## config.mk

```make
export PLATFORM = sky130hd
export DESIGN_NAME = latch_load_ctrl
export DESIGN_NICKNAME = d
export VERILOG_FILES = /design/src/rtl/latch_ctrl_pkg.sv /design/src/rtl/latch_load_ctrl_phase_timer.sv /design/src/rtl/latch_load_ctrl.sv
export SDC_FILE = /design/constraint.sdc
export NUM_CORES = 1
export LEC_CHECK = 0
export BUFFER_PORTS_ARGS = -buffer_cell sky130_fd_sc_hd__buf_2
export CAP_MARGIN = 20
export CORE_MARGIN = 2
export CORE_UTILIZATION = 30
export CTS_CLUSTER_DIAMETER = 50
export DETAILED_ROUTE_END_ITERATION = 16
export PLACE_DENSITY = 0.56
export SETUP_SLACK_MARGIN = 0.4
export SYNTH_ARGS = -nofsm -noshare
export SYNTH_HDL_FRONTEND = slang
export SYNTH_SLANG_ARGS = --single-unit
```

## constraint.sdc

```tcl
create_clock -name clk -period 3.35 [get_ports clk]
set_input_delay 0.335 -clock clk [delete_from_list [all_inputs] [get_ports clk]]
set_output_delay 0.335 -clock clk [all_outputs]
set_load 0.05 [all_outputs]
```

## src/rtl/latch_ctrl_pkg.sv

```systemverilog
// Shared types and constants for the latch load controller.
package latch_ctrl_pkg;

  localparam int unsigned OP_W = 2;

  typedef enum logic [OP_W-1:0] {
    OP_LOAD = 2'b00,
    OP_SET  = 2'b01,
    OP_CLR  = 2'b10,
    OP_NOP  = 2'b11
  } cmd_op_t;

  typedef enum logic [2:0] {
    ST_IDLE,
    ST_SETUP,
    ST_GATE,
    ST_HOLD,
    ST_PULSE
  } state_t;

  function automatic int unsigned max3(int unsigned a, int unsigned b, int unsigned c);
    int unsigned m;
    m = (a > b) ? a : b;
    return (m > c) ? m : c;
  endfunction

endpackage

```

## src/rtl/latch_load_ctrl_phase_timer.sv

```systemverilog
// Loadable down-counter shared by every controller phase; stops at zero.
module phase_timer #(
  parameter int unsigned CW = 2
) (
  input  logic          clk,
  input  logic          rst_n,
  input  logic          i_load,
  input  logic [CW-1:0] i_load_val,
  output logic          o_zero
);

  logic [CW-1:0] r_cnt;

  always_ff @(posedge clk or negedge rst_n) begin
    if (!rst_n)
      r_cnt <= '0;
    else if (i_load)
      r_cnt <= i_load_val;
    else if (r_cnt != '0)
      r_cnt <= r_cnt - 1'b1;
  end

  assign o_zero = (r_cnt == '0);

endmodule

```

## src/rtl/latch_load_ctrl.sv

```systemverilog
// Sequencer turning LOAD/SET/CLR/NOP commands into latch d/gate/aset/aclr waveforms.
// Define LATCH_CTRL_SHADOW_EN to build the shadow copy of the latch content.
module latch_load_ctrl
  import latch_ctrl_pkg::*;
#(
  parameter int unsigned W         = 4,
  parameter int unsigned SETUP_CYC = 1,
  parameter int unsigned GATE_CYC  = 2,
  parameter int unsigned HOLD_CYC  = 1
) (
  input  logic            clk,
  input  logic            rst_n,
  input  logic            cmd_valid,
  output logic            cmd_ready,
  input  logic [OP_W-1:0] cmd_op,
  input  logic [W-1:0]    cmd_data,
  output logic [W-1:0]    d_out,
  output logic            gate,
  output logic            aset,
  output logic            aclr,
  output logic            done,
  output logic [W-1:0]    shadow_q
);

  localparam int unsigned CW = $clog2(max3(SETUP_CYC, GATE_CYC, HOLD_CYC) + 1);
  localparam logic [CW-1:0] LD_SETUP = CW'(SETUP_CYC - 1);
  localparam logic [CW-1:0] LD_GATE  = CW'(GATE_CYC - 1);
  localparam logic [CW-1:0] LD_HOLD  = CW'((HOLD_CYC == 0) ? 0 : HOLD_CYC - 1);
  localparam logic [CW-1:0] LD_PULSE = CW'(GATE_CYC);

  state_t        r_state;
  cmd_op_t       r_op;
  logic [W-1:0]  r_d_out;
  logic          r_gate, r_aset, r_aclr, r_done, r_ready;
  cmd_op_t       w_op;
  logic          w_accept, w_load, w_zero;
  logic [CW-1:0] w_load_val;

  assign w_op     = cmd_op_t'(cmd_op);
  assign w_accept = cmd_valid & r_ready;

  // SET/CLR get one lead cycle in PULSE before the pulse rises; NOP passes
  // through PULSE for a single cycle so done lands with cmd_ready high.
  always_comb begin
    w_load     = 1'b0;
    w_load_val = '0;
    unique case (r_state)
      ST_IDLE: if (w_accept) begin
        w_load = 1'b1;
        unique case (w_op)
          OP_LOAD:        w_load_val = LD_SETUP;
          OP_SET, OP_CLR: w_load_val = LD_PULSE;
          default:        w_load_val = '0;
        endcase
      end
      ST_SETUP: if (w_zero) begin
        w_load     = 1'b1;
        w_load_val = LD_GATE;
      end
      ST_GATE: if (w_zero && HOLD_CYC != 0) begin
        w_load     = 1'b1;
        w_load_val = LD_HOLD;
      end
      default: ;
    endcase
  end

  phase_timer #(.CW(CW)) u_timer (
    .clk        (clk),
    .rst_n      (rst_n),
    .i_load     (w_load),
    .i_load_val (w_load_val),
    .o_zero     (w_zero)
  );

  always_ff @(posedge clk or negedge rst_n) begin
    if (!rst_n) begin
      r_state <= ST_IDLE;
      r_op    <= OP_NOP;
      r_d_out <= '0;
      r_gate  <= 1'b0;
      r_aset  <= 1'b0;
      r_aclr  <= 1'b0;
      r_done  <= 1'b0;
      r_ready <= 1'b1;
    end else begin
      r_done <= 1'b0;
      unique case (r_state)
        ST_IDLE: if (w_accept) begin
          r_ready <= 1'b0;
          r_op    <= w_op;
          if (w_op == OP_LOAD) begin
            r_d_out <= cmd_data;
            r_state <= ST_SETUP;
          end else begin
            r_state <= ST_PULSE;
          end
        end
        ST_SETUP: if (w_zero) begin
          r_gate  <= 1'b1;
          r_state <= ST_GATE;
        end
        ST_GATE: if (w_zero) begin
          r_gate <= 1'b0;
          if (HOLD_CYC == 0) begin
            r_done  <= 1'b1;
            r_ready <= 1'b1;
            r_state <= ST_IDLE;
          end else begin
            r_state <= ST_HOLD;
          end
        end
        ST_HOLD: if (w_zero) begin
          r_done  <= 1'b1;
          r_ready <= 1'b1;
          r_state <= ST_IDLE;
        end
        ST_PULSE: begin
          if (w_zero) begin
            r_aset  <= 1'b0;
            r_aclr  <= 1'b0;
            r_done  <= 1'b1;
            r_ready <= 1'b1;
            r_state <= ST_IDLE;
          end else begin
            r_aset <= (r_op == OP_SET);
            r_aclr <= (r_op == OP_CLR);
          end
        end
        default: r_state <= ST_IDLE;
      endcase
    end
  end

`ifdef LATCH_CTRL_SHADOW_EN
  logic [W-1:0] r_shadow;

  always_ff @(posedge clk or negedge rst_n) begin
    if (!rst_n)
      r_shadow <= '0;
    else if (r_state == ST_GATE && w_zero)
      r_shadow <= r_d_out;
    else if (r_state == ST_PULSE && w_zero) begin
      if (r_op == OP_SET)
        r_shadow <= '1;
      else if (r_op == OP_CLR)
        r_shadow <= '0;
    end
  end

  assign shadow_q = r_shadow;
`else
  assign shadow_q = '0;
`endif

  assign cmd_ready = r_ready;
  assign d_out     = r_d_out;
  assign gate      = r_gate;
  assign aset      = r_aset;
  assign aclr      = r_aclr;
  assign done      = r_done;

endmodule

```

Word level (Yosys, flattened, before mapping)
Cells that the tools add are included.
- add/subtract/negate cells: 1
- equal/unequal tests: 12
- muxes and demuxes: 23
- bitwise operators: 1
- reduce and logical (&&, ||, !) cells: 15
- operators by type and width (kind ; number):
    2-to-1 mux 3 bit ; 5
    case mux 3 bit (4 select lines) ; 1
    2-to-1 mux 1 bit ; 9
    AND reduction 3 bit ; 3
    2-to-1 mux 2 bit ; 4
    nonzero test 2 bit ; 4
    == test 3 x 2 -> 1 bit (second input constant) ; 2
    != test 2 x 1 -> 1 bit (second input constant) ; 3
    case mux 1 bit (2 select lines) ; 3
    OR reduction 2 bit ; 3
    == test 2 x 1 -> 1 bit (second input constant) ; 2
    == test 2 bit (second input constant) ; 2
    zero test 2 bit ; 2
    case mux 2 bit (2 select lines) ; 1
    AND reduction 4 bit ; 1
    == test 3 x 1 -> 1 bit (second input constant) ; 1
    == test 3 bit (second input constant) ; 1
    zero test 3 bit ; 1
    != test 2 bit (second input constant) ; 1
    AND reduction 2 bit ; 1
    subtractor 2 x 1 -> 2 bit (second input constant) ; 1
    bitwise AND 1 bit ; 1
- bits in registers: 16
- word-level logic and storage cells: 61

Longest topological paths before layout
Gate-level depths: netlist of the first run.
- depth after elaboration: 6
- gate-level depth with buffers: 7
- depth with buffers taken out: 6

By module
A second synthesis of the first run with hierarchy kept.
- cell total of the unflattened synthesis: 78
- area, all modules: 854.6 um^2
- by module, submodules not included (module ; times used ; cells an instance ; area each (um^2)):
    latch_load_ctrl ; 1 ; 66 ; 740.7
    phase_timer ; 1 ; 12 ; 113.9

Worst setup path after synthesis of the first run
No wires, ideal clock.
- path kind: register to register
- start point: register r_ready (netlist: cmd_ready)
- end point: register r_d_out[0] (netlist: d_out[0])
- setup time: 0.125 ns
- arrival: 1.580 ns
- required time: 3.225 ns
- path slack: 1.645 ns
- stages on the path, launching flop included: 5
- buffers on the path: 0
- clock period less this slack: 1.705 ns
- cell sequence: dfstp_2 > nand2_1 > nor4_4 > nand2_4 > mux2_4
- word-level cells in the longest chain between the ends: 2
- ends and longest elaborated chain (what ; RTL line ; RTL):
    start, declared ; latch_load_ctrl.sv:34 ; logic r_gate, r_aset, r_aclr, r_done, r_ready;
    start signal, assigned ; latch_load_ctrl.sv:85 ; r_ready <= 1'b1;
    start signal, assigned ; latch_load_ctrl.sv:90 ; r_ready <= 1'b0;
    start signal, assigned ; latch_load_ctrl.sv:107 ; r_ready <= 1'b1;
    bitwise AND 1 bit ; latch_load_ctrl.sv:40 ; assign w_accept = cmd_valid & r_ready;
    AND reduction 3 bit (no source line) ; n/a ;
    end signal, assigned ; latch_load_ctrl.sv:93 ; r_d_out <= cmd_data;
    end, declared ; latch_load_ctrl.sv:33 ; logic [W-1:0] r_d_out;
Every way passes these cells.
A chain may end at the register's enable or synchronous reset.

Worst setup path after layout of the first run
- start point: register r_state[2]
- end point: register r_d_out[1] (netlist: d_out[1])
- word-level cells in the longest chain between the ends: 2
- ends and longest elaborated chain (what ; RTL line ; RTL):
    start, declared ; latch_load_ctrl.sv:31 ; state_t r_state;
    start signal, assigned ; latch_load_ctrl.sv:78 ; r_state <= ST_IDLE;
    start signal, assigned ; latch_load_ctrl.sv:94 ; r_state <= ST_SETUP;
    start signal, assigned ; latch_load_ctrl.sv:96 ; r_state <= ST_PULSE;
    zero test 3 bit ; latch_load_ctrl.sv:88 ; unique case (r_state)
    AND reduction 3 bit (no source line) ; n/a ;
Every way passes these cells.

==> flow_metrics.env, run 1 <==
export IMPL_syn_to_final_growth_pct=14.0
export IMPL_synth_compound_area_share_pct=10.2
export IMPL_ys_async_sr_fraction_pct=100
export IMPL_layout_cells_non_filler=128
export IMPL_hpwlAfterDp_um=1130
export IMPL_diodes=0
export IMPL_clockPowerShare_pct=11.5
export IMPL_slew_violations=0
export IMPL_cp_data_arrival_time_ps=1810
export IMPL_die_h_um=56.6
export IMPL_drtPass1Iterations=4
export IMPL_via_per_inst=4.60
export IMPL_syn_area_um2=831
export IMPL_place_inst=123
export IMPL_rows=19
export IMPL_use_met1_pct=13.8
export IMPL_crit_start="r_state[2]"
export IMPL_start_util_pct=30.9
export IMPL_routed_wl_um=1520
export IMPL_synth_edf_count=0
export IMPL_netSwitchingPower_w=0.000457
export IMPL_synth_xor_area_share_pct=2.11
export IMPL_intPower_w=0.000499
export IMPL_synth_flop_cell="dfrtp_1"
export IMPL_cts_tree="done"
export IMPL_irDropWorstVdd_uv=571
export IMPL_cpLargestDelayFamily="simple AND/OR/NAND/NOR gates"
export IMPL_critical_path_buf_inv_count=0
export IMPL_grtUsageMet2_pct=17.1
export IMPL_hold_viol=0
export IMPL_synthDistinctLibCells=30
export IMPL_power_per_cell_area_nw_per_um2=1010
export IMPL_hold_path_class="input pin to register"
export IMPL_cts_resized=0
export IMPL_seqPwrFrac_pct=38.4
export IMPL_numPortBuffers=17
export IMPL_max_freq_ghz=0.616
export IMPL_critPathKind="register to register"
export IMPL_die_area_um2=3210
export IMPL_grtUsageMet3_pct=3.00
export IMPL_die_w_um=56.6
export IMPL_clk_latency_ps=290
export IMPL_vias=589
export IMPL_min_period_over_period_pct=48.5
export IMPL_min_from="cmd_data[3]"
export IMPL_synth_adder_area_share_pct=3.01
export IMPL_htreeDepth=1
export IMPL_r2r_start="r_state[2]"
export IMPL_drive_gt1_share_pct=33.0
export IMPL_overflow=0
export IMPL_final_common_cell="buf_2"
export IMPL_max_stage_delay_ps=540
export IMPL_setup_tns_ps=0
export IMPL_setup_viol=0
export IMPL_post_cts_buffers=0
export IMPL_grt_usage_pct=10.8
export IMPL_cp_max_fo=11
export IMPL_antenna_found_initial=0
export IMPL_grt_max_degree=17
export IMPL_path_cells="nor4_4, nand2_4, mux2_4"
export IMPL_io_pins=22
export IMPL_status="finished clean"
export IMPL_slowest_stage="nor4_4"
export IMPL_syn_inst=80
export IMPL_gp_congestion=0.784
export IMPL_rsz0062_at_grt="no"
export IMPL_yosys_warnings=0
export IMPL_ant_nets=0
export IMPL_nets=109
export IMPL_crit_required_ps=3530
export IMPL_drc=0
export IMPL_core_um2=2690
export IMPL_startpoint_type="register"
export IMPL_drt_initial_drc_count=8
export IMPL_syn_avg_cell_area_um2=10.4
export IMPL_synth_top_family_by_area="simple AND/OR/NAND/NOR gates"
export IMPL_synth_seq_cells=16
export IMPL_cap_viol_max_count=0
export IMPL_cts_sinks=16
export IMPL_clock_tree_root_cell="clkbuf_4"
export IMPL_power_frac_comb_pct=50.1
export IMPL_cts_made_buffers=3
export IMPL_grt_pass1_vias=578
export IMPL_skew_ps=2.40
export IMPL_top_usage_layer="met2"
export IMPL_clkTransAtPathRegs_ps=100
export IMPL_postCtsHoldBufs=1
export IMPL_netSwitchingFraction_pct=47.8
export IMPL_final_cell_mix="17 x buf_2, 13 x dfrtp_1, 8 x nand2_1, 7 x inv_1, 7 x nor2_1"
export IMPL_synth_seq_area_share_pct=48.6
export IMPL_cts_buffer_depth=2
export IMPL_end_kind="register"
export IMPL_grt_pass1_wl_um=2650
export IMPL_min_period_ps=1620
export IMPL_synthMuxAreaShare_pct=9.94
export IMPL_synthSimpleGateAreaFrac_pct=15.8
export IMPL_num_fill_cells=286
export IMPL_wire_per_inst_um=11.9
export IMPL_p_leak_nw=0.465
==> per-stage QoR <==
stage / area [µm²] / power, W / util, % / setup WS (ps) / hold slack, ps
floorplan: 842 / 0.000766 / - / 1640 / 39.4
global placement: 911 / 0.000851 / 33.9 / 1770 / 268
detailed placement: 911 / 0.000855 / 33.9 / 1730 / 277
CTS: 947 / 0.000970 / 35.3 / 1710 / 265
global route: 947 / 0.00103 / 35.3 / 1630 / 257
finish: 947 / 0.000957 / 35.3 / 1730 / 269
==> worst reg2reg max path: stages (launching register included) <==
cell,delay [ps]
dfrtp_1,530
nor4_4,540
nand2_4,130
mux2_4,310
==> kinds of logic after synthesis <==
kind of cell,count (synthesis)
fa+ha+maj,2
compound gates,14
flops,16
simple gates,24
other cells,1
buf+inv,15
mux,6
xor+xnor,2
==> synth_stat cells, drive strengths merged, types with 2 or more instances <==
cell,instances,area (µm²)
dfrtp,13,325
nand2,9,41.3
buf,7,51.3
inv,7,26.3
nor2,7,26.3
mux2,6,82.6
o21ai,5,25.0
a21oi,3,15.0
dfstp,3,78.8
ha,2,25.0
nand3,2,10.0
nor3,2,10.0
==> path summary, 6_finish.rpt <==
| kind | to | slack, ps | depth (start not counted) |
|---|---|---|---|
| setup / recovery | d_out[1] | 1730 | 3 |
| hold / removal | d_out[3] | 270 | 2 |
| setup reg to reg | d_out[1] | 1730 | 3 |
| hold reg to reg | aset | 500 | 2 |
| max in group asynchronous | cmd_ready | 2570 | 2 |
| min in group asynchronous | aclr | 480 | 2 |
==> registers in the layout, indices dropped and copies added, names as in the netlist <==
name           cells
done               1
r_op               2
r_state            3
cmd_ready          1
aclr               1
u_timer.r_cnt      2
aset               1
gate               1
d_out              4
==> layer usage <==
layer,vias to the layer above,share of wire (%)
li1,295,-
met1,268,48
met2,23,44
met3,3,5.6
met4,0,1.7
met5,-,0
==> power groups by stage <==
| stage | Combinational [W] | Sequential (W) | Clock [W] |
|---|---|---|---|
| finish | 0.000479 | 0.000367 | 0.000110 |
| floorplan | 0.000273 | 0.000492 | 0 |
| detailed placement | 0.000485 | 0.000370 | 0 |
| CTS | 0.000486 | 0.000368 | 0.000115 |
| global placement | 0.000483 | 0.000368 | 0 |
| global route | 0.000525 | 0.000381 | 0.000126 |
==> final cells by class <==
class | count | area (µm²) | area share, %
Clock buffer | 4 | 26.3 | 2.77
Inverter | 7 | 26.3 | 2.77
Multi-Input combinational cell | 52 | 357 | 37.6
Sequential cell | 16 | 404 | 42.7
Tap cell | 31 | 38.8 | 4.10
Timing Repair Buffer | 18 | 95.1 | 10.0
(Power assumes the default switching activity.)
==> run 2, diff against run 1 <==
--- a/config.mk
+++ b/config.mk
@@ -5,6 +5,7 @@
 export SDC_FILE = /design/constraint.sdc
 export NUM_CORES = 1
 export LEC_CHECK = 0
+export ABC_AREA = 1
 export BUFFER_PORTS_ARGS = -buffer_cell sky130_fd_sc_hd__buf_2
 export CAP_MARGIN = 20
 export CORE_MARGIN = 2
==> constraint.sdc (replaced) <==
create_clock -name clk -period 1.5 [get_ports clk]
set_input_delay 0.15 -clock clk [delete_from_list [all_inputs] [get_ports clk]]
set_output_delay 0.15 -clock clk [all_outputs]
set_load 0.05 [all_outputs]
==> flow_metrics.env, run 2 <==
export IMPL_wl_met2_um=914
export IMPL_synth_flop_cell="dfrtp_1"
export IMPL_hold_viol=0
export IMPL_diodes=0
export IMPL_rsz0062_at_grt="yes"
export IMPL_p_leak_nw=0.650
export IMPL_synth_edf_count=0
export IMPL_min_period_over_period_pct=85.1
export IMPL_synth_seq_area_share_pct=47.0
export IMPL_die_area_um2=3310
export IMPL_yosysMostFrequentCell="nand2_1"
export IMPL_routed_wl_um=1910
export IMPL_drt_initial_drc_count=19
export IMPL_cts_tree="done"
export IMPL_cts_made_buffers=3
export IMPL_num_fill_cells=272
export IMPL_synth_area_leaders="dfrtp_1 38%, nand2_1 15%, dfstp_2 9.2%"
export IMPL_final_common_cell="nand2_1"
export IMPL_clock_tree_root_cell="clkbuf_4"
export IMPL_min_from="cmd_data[0]"
export IMPL_numPortBuffers=17
export IMPL_totalPowerFinal_w=0.00296
export IMPL_final_cell_mix="30 x nand2_1, 10 x dfrtp_1, 10 x buf_2, 10 x buf_4, 8 x inv_1"
export IMPL_critPathKind="register to register"
export IMPL_r2r_start="r_state[0]"
export IMPL_drive_gt1_share_pct=47.3
export IMPL_grt_max_degree=17
export IMPL_max_stage_delay_ps=450
export IMPL_path_cells="nor2_4, nand4_4, buf_6, o21ai_1, nand2_1"
export IMPL_cp_data_arrival_time_ps=1460
export IMPL_ys_async_sr_fraction_pct=100
export IMPL_skew_ps=1.24
export IMPL_max_freq_ghz=0.783
export IMPL_clkTransAtPathRegs_ps=90
export IMPL_min_period_ps=1280
export IMPL_crit_start="r_state[0]"
export IMPL_syn_avg_cell_area_um2=8.60
export IMPL_gp_congestion=0.770
export IMPL_wl_met1_um=818
export IMPL_slowest_stage="dfrtp_2"
export IMPL_grt_pass1_wl_um=3260
export IMPL_drc=0
export IMPL_synth_seq_cells=16
export IMPL_yosys_warnings=0
export IMPL_irDropWorstVdd_uv=1290
export IMPL_slew_violations=0
export IMPL_wire_per_inst_um=11.8
export IMPL_syn_to_final_growth_pct=39.6
export IMPL_power_per_cell_area_nw_per_um2=2470
export IMPL_nets=143
export IMPL_status="finished clean"
export IMPL_wl_met3_um=126
export IMPL_overflow=0
export IMPL_setup_tns_ps=0
export IMPL_rows=19
export IMPL_die_w_um=57.5
export IMPL_die_h_um=57.5
export IMPL_cp_max_fo=8
export IMPL_cts_sinks=16
export IMPL_hpwlAfterDp_um=1230
export IMPL_postLayoutCoreUtil_pct=43.9
export IMPL_antenna_found_initial=0
export IMPL_cap_viol_max_count=0
export IMPL_end_kind="register"
export IMPL_top_layer="met4"
export IMPL_syn_inst=100
export IMPL_cts_buffer_depth=2
export IMPL_synthDistinctLibCells=19
export IMPL_start_util_pct=31.4
export IMPL_critical_path_buf_inv_count=1
export IMPL_cpLargestDelayFamily="flip-flops"
export IMPL_drtPass1Iterations=4
export IMPL_startpoint_type="register"
export IMPL_via_per_inst=4.54
export IMPL_syn_area_um2=860
export IMPL_setup_viol=0
export IMPL_ys_top_cells_by_count="34 x nand2_1, 13 x dfrtp_1, 12 x inv_1, 8 x nand3_1, 6 x o21ai_1"
export IMPL_core_um2=2730
export IMPL_grt_usage_pct=13.1
export IMPL_grt_pass1_vias=751
export IMPL_io_pins=22
export IMPL_htreeDepth=1
export IMPL_largest_register_ff_count=4
export IMPL_vias=735
export IMPL_clk_latency_ps=290
export IMPL_crit_required_ps=1690
export IMPL_hold_path_class="input pin to register"
export IMPL_synthDominantCellAreaShare_pct=37.8
export IMPL_ant_nets=0
export IMPL_yosys_area_top_type="dfrtp_1"
## run 2: cell types whose count changed in the layout (fill, tap and decap cells not counted), sizes merged, moves of 3 or more
cell,delta
nor2,-5
clkbuf,+4
nand2,+28
o21ai,+5
buf,+7
mux2,-6
a21oi,-3
nand3,+9
inv,+7
## run 2: per-layer routing
layer  up-vias  track usage, %
met4         0            5.65
li1        370               -
met3         4            4.99
met1       332            14.9
met2        29            21.9
met5         -               0
## run 2: kinds of logic (layout without fill, tap and decap cells)
family | after synthesis | count (layout) | synth area share (%)
other | 1 | 4 | 0.436
buffers and inverters | 19 | 47 | 10.9
AND/OR/NAND/NOR | 51 | 51 | 31.9
AO/OA/AOI/OAI | 11 | 11 | 6.84
adder cells (fa/ha/maj) | 2 | 2 | 2.91
flip-flops | 16 | 16 | 47.0
## run 2: what timing repair did
action	4_1_cts	5_1_grt
resized for setup	14	21
pin swaps	6	3
setup endpoints to repair	15	21
buffers inserted	8	3
hold endpoints to repair	13	0
hold buffers	1	0
## run 2: final cells by class
| type | instances | area, µm² | area share, % |
|---|---|---|---|
| multi-input cells | 68 | 445 | 37.1 |
| repair buffers | 29 | 223 | 18.6 |
| well taps | 31 | 38.8 | 3.23 |
| flip-flops and latches | 16 | 412 | 34.3 |
| inverters | 14 | 55.1 | 4.59 |
| clock buffers | 4 | 26.3 | 2.19 |
## run 2: final timing paths
path / endpoint / slack (ps) / cells after the start
min in group asynchronous: aclr / 300 / 2
hold / removal: d_out[0] / 50 / 3
setup reg to reg: d_out[1] / 220 / 5
hold reg to reg: d_out[1] / 480 / 2
max in group asynchronous: r_op[0] / 890 / 2
setup / recovery: d_out[1] / 220 / 5
## run 2: through the flow
| step | cell area (µm²) | setup WS [ps] | instances | hold slack (ps) |
|---|---|---|---|---|
| 3_3_place_gp | 960 | 205 | 146 | 87.3 |
| 4_1_cts | 1120 | 230 | 159 | 39.2 |
| 6_report | 1200 | 223 | 162 | 46.8 |
| 2_1_floorplan | 877 | 208 | 103 | -146 |
| 3_5_place_dp | 960 | 161 | 146 | 88.9 |
| 5_1_grt | 1200 | 149 | 162 | 37.5 |
## run 2: power breakdown
part | internal, W | switching, W | total (W)
clock network | 0.000103 | 0.000140 | 0.000244
logic | 0.000720 | 0.00115 | 0.00187
registers | 0.000678 | 0.000171 | 0.000849
total | 0.00150 | 0.00146 | 0.00296
## run 2: tightest hold or removal path, stage by stage
cell and delay [ps]:
buf_2 70, nand2_1 40, nand2_1 40
==> run 3, diff against run 2 <==
--- a/config.mk
+++ b/config.mk
@@ -13,7 +13,7 @@
 export CTS_CLUSTER_DIAMETER = 50
 export DETAILED_ROUTE_END_ITERATION = 16
 export PLACE_DENSITY = 0.56
-export SETUP_SLACK_MARGIN = 0.4
+export SETUP_SLACK_MARGIN = 0.15
 export SYNTH_ARGS = -nofsm -noshare
 export SYNTH_HDL_FRONTEND = slang
 export SYNTH_SLANG_ARGS = --single-unit
==> flow_metrics.env, run 3 (synthesized netlist as in run 2, its figures left out) <==
export IMPL_use_met1_pct=13.7
export IMPL_slew_violations=0
export IMPL_syn_to_final_growth_pct=22.7
export IMPL_critical_path_buf_inv_count=1
export IMPL_drc=0
export IMPL_stdcell_area_um2=1050
export IMPL_path_cells="buf_2"
export IMPL_grt_max_degree=17
export IMPL_skew_ps=2.34
export IMPL_antenna_found_initial=0
export IMPL_numPortBuffers=17
export IMPL_hpwlAfterDp_um=1300
export IMPL_cts_buffer_depth=2
export IMPL_final_common_cell="nand2_1"
export IMPL_core_um2=2730
export IMPL_io_pins=22
export IMPL_hold_viol=0
export IMPL_cts_tree="done"
export IMPL_hold_path_class="input pin to register"
export IMPL_setup_viol=0
export IMPL_multi_input_area_um2=385
export IMPL_htreeDepth=1
export IMPL_die_w_um=57.5
export IMPL_grtUsageMet2_pct=19.5
export IMPL_rsz0062_at_grt="yes"
export IMPL_crit_required_ps=1350
export IMPL_ant_nets=0
export IMPL_nets=137
export IMPL_die_h_um=57.5
export IMPL_place_inst=147
export IMPL_diodes=0
export IMPL_gp_congestion=0.804
export IMPL_startpoint_type="register"
export IMPL_min_period_ps=1290
export IMPL_cp_data_arrival_time_ps=1140
export IMPL_clock_tree_root_cell="clkbuf_4"
export IMPL_grt_pass1_vias=703
export IMPL_layout_cells_non_filler=156
export IMPL_clk_latency_ps=280
export IMPL_grtUsageMet3_pct=1.81
export IMPL_wire_per_inst_um=11.1
export IMPL_drtPass1Iterations=4
export IMPL_status="finished clean"
export IMPL_min_period_over_period_pct=86.0
export IMPL_top_usage_layer="met2"
export IMPL_cpLargestDelayFamily="flip-flops"
export IMPL_start_util_pct=31.4
export IMPL_rows=19
export IMPL_cp_max_fo=4
export IMPL_largest_register_ff_count=4
export IMPL_die_area_um2=3310
export IMPL_drive_gt1_share_pct=33.6
export IMPL_clkTransAtPathRegs_ps=90
export IMPL_drt_initial_drc_count=10
export IMPL_routed_wl_um=1730
export IMPL_slowest_stage="dfstp_2"
export IMPL_max_freq_ghz=0.776
export IMPL_grt_pass1_wl_um=2930
export IMPL_cts_sinks=16
export IMPL_critPathKind="register to output port"
export IMPL_max_stage_delay_ps=580
export IMPL_placed_area_um2=961
export IMPL_cts_made_buffers=3
export IMPL_regArea_um2=407
export IMPL_vias=699
export IMPL_final_cell_mix="34 x nand2_1, 17 x buf_2, 12 x inv_1, 11 x dfrtp_1, 8 x nand3_1"
export IMPL_num_fill_cells=284
export IMPL_end_kind="output port"
export IMPL_via_per_inst=4.48
export IMPL_power_per_cell_area_nw_per_um2=2410
export IMPL_p_leak_nw=0.596
export IMPL_overflow=0
export IMPL_cap_viol_max_count=0
export IMPL_grt_usage_pct=11.4
export IMPL_setup_tns_ps=0
export IMPL_irDropWorstVdd_uv=1180
==> run 3: cell count changes in the layout (fill, tap and decap cells not counted), sizes merged <==
cell    change
clkbuf      -4
buf         -2
==> run 3: where the power goes <==
part	internal (W)	switching, W
Combinational	0.000477	0.00102
Sequential	0.000666	0.000145
Clock	0.000103	0.000129
==> run 3: what timing repair did <==
action	4_1_cts	5_1_grt
buffers inserted	2	2
setup endpoints to repair	2	10
gates resized for setup	0	4
hold endpoints to repair	13	0
hold buffers	1	0
pin swaps	0	1
==> run 3: metrics by stage <==
step	hold WS, ps	setup slack (ps)	total power, W	utilization, %
6_report	65.5	211	0.00254	38.6
3_5_place_dp	85.0	148	0.00219	35.1
5_1_grt	55.5	119	0.00278	38.6
4_1_cts	64.0	172	0.00248	37.5
3_3_place_gp	84.1	159	0.00216	35.1
2_1_floorplan	-146	179	0.00191	-
==> run 3: layout make-up <==
cell class | instances | share of cell area, %
Sequential cell | 16 | 38.6
Multi-Input combinational cell | 68 | 36.5
Timing Repair Buffer | 23 | 13.8
Inverter | 14 | 4.98
Tap cell | 31 | 3.68
Clock buffer | 4 | 2.49
==> run 3: worst paths after layout <==
kind	startpoint	to	slack (ps)	cells after the start
setup reg to reg	r_state[0]	u_timer.r_cnt[1]	250	8
hold reg to reg	gate	gate	470	2
min in group asynchronous	rst_n	done	310	2
hold / removal	cmd_data[1]	d_out[1]	70	3
setup / recovery	cmd_ready	cmd_ready	210	1
max in group asynchronous	rst_n	r_op[1]	880	2
==> run 3: metal layers <==
layer	up-vias	part of all wire, %
li1	359	-
met1	319	44
met2	17	49
met3	4	4.8
met4	0	2.3
met5	-	0
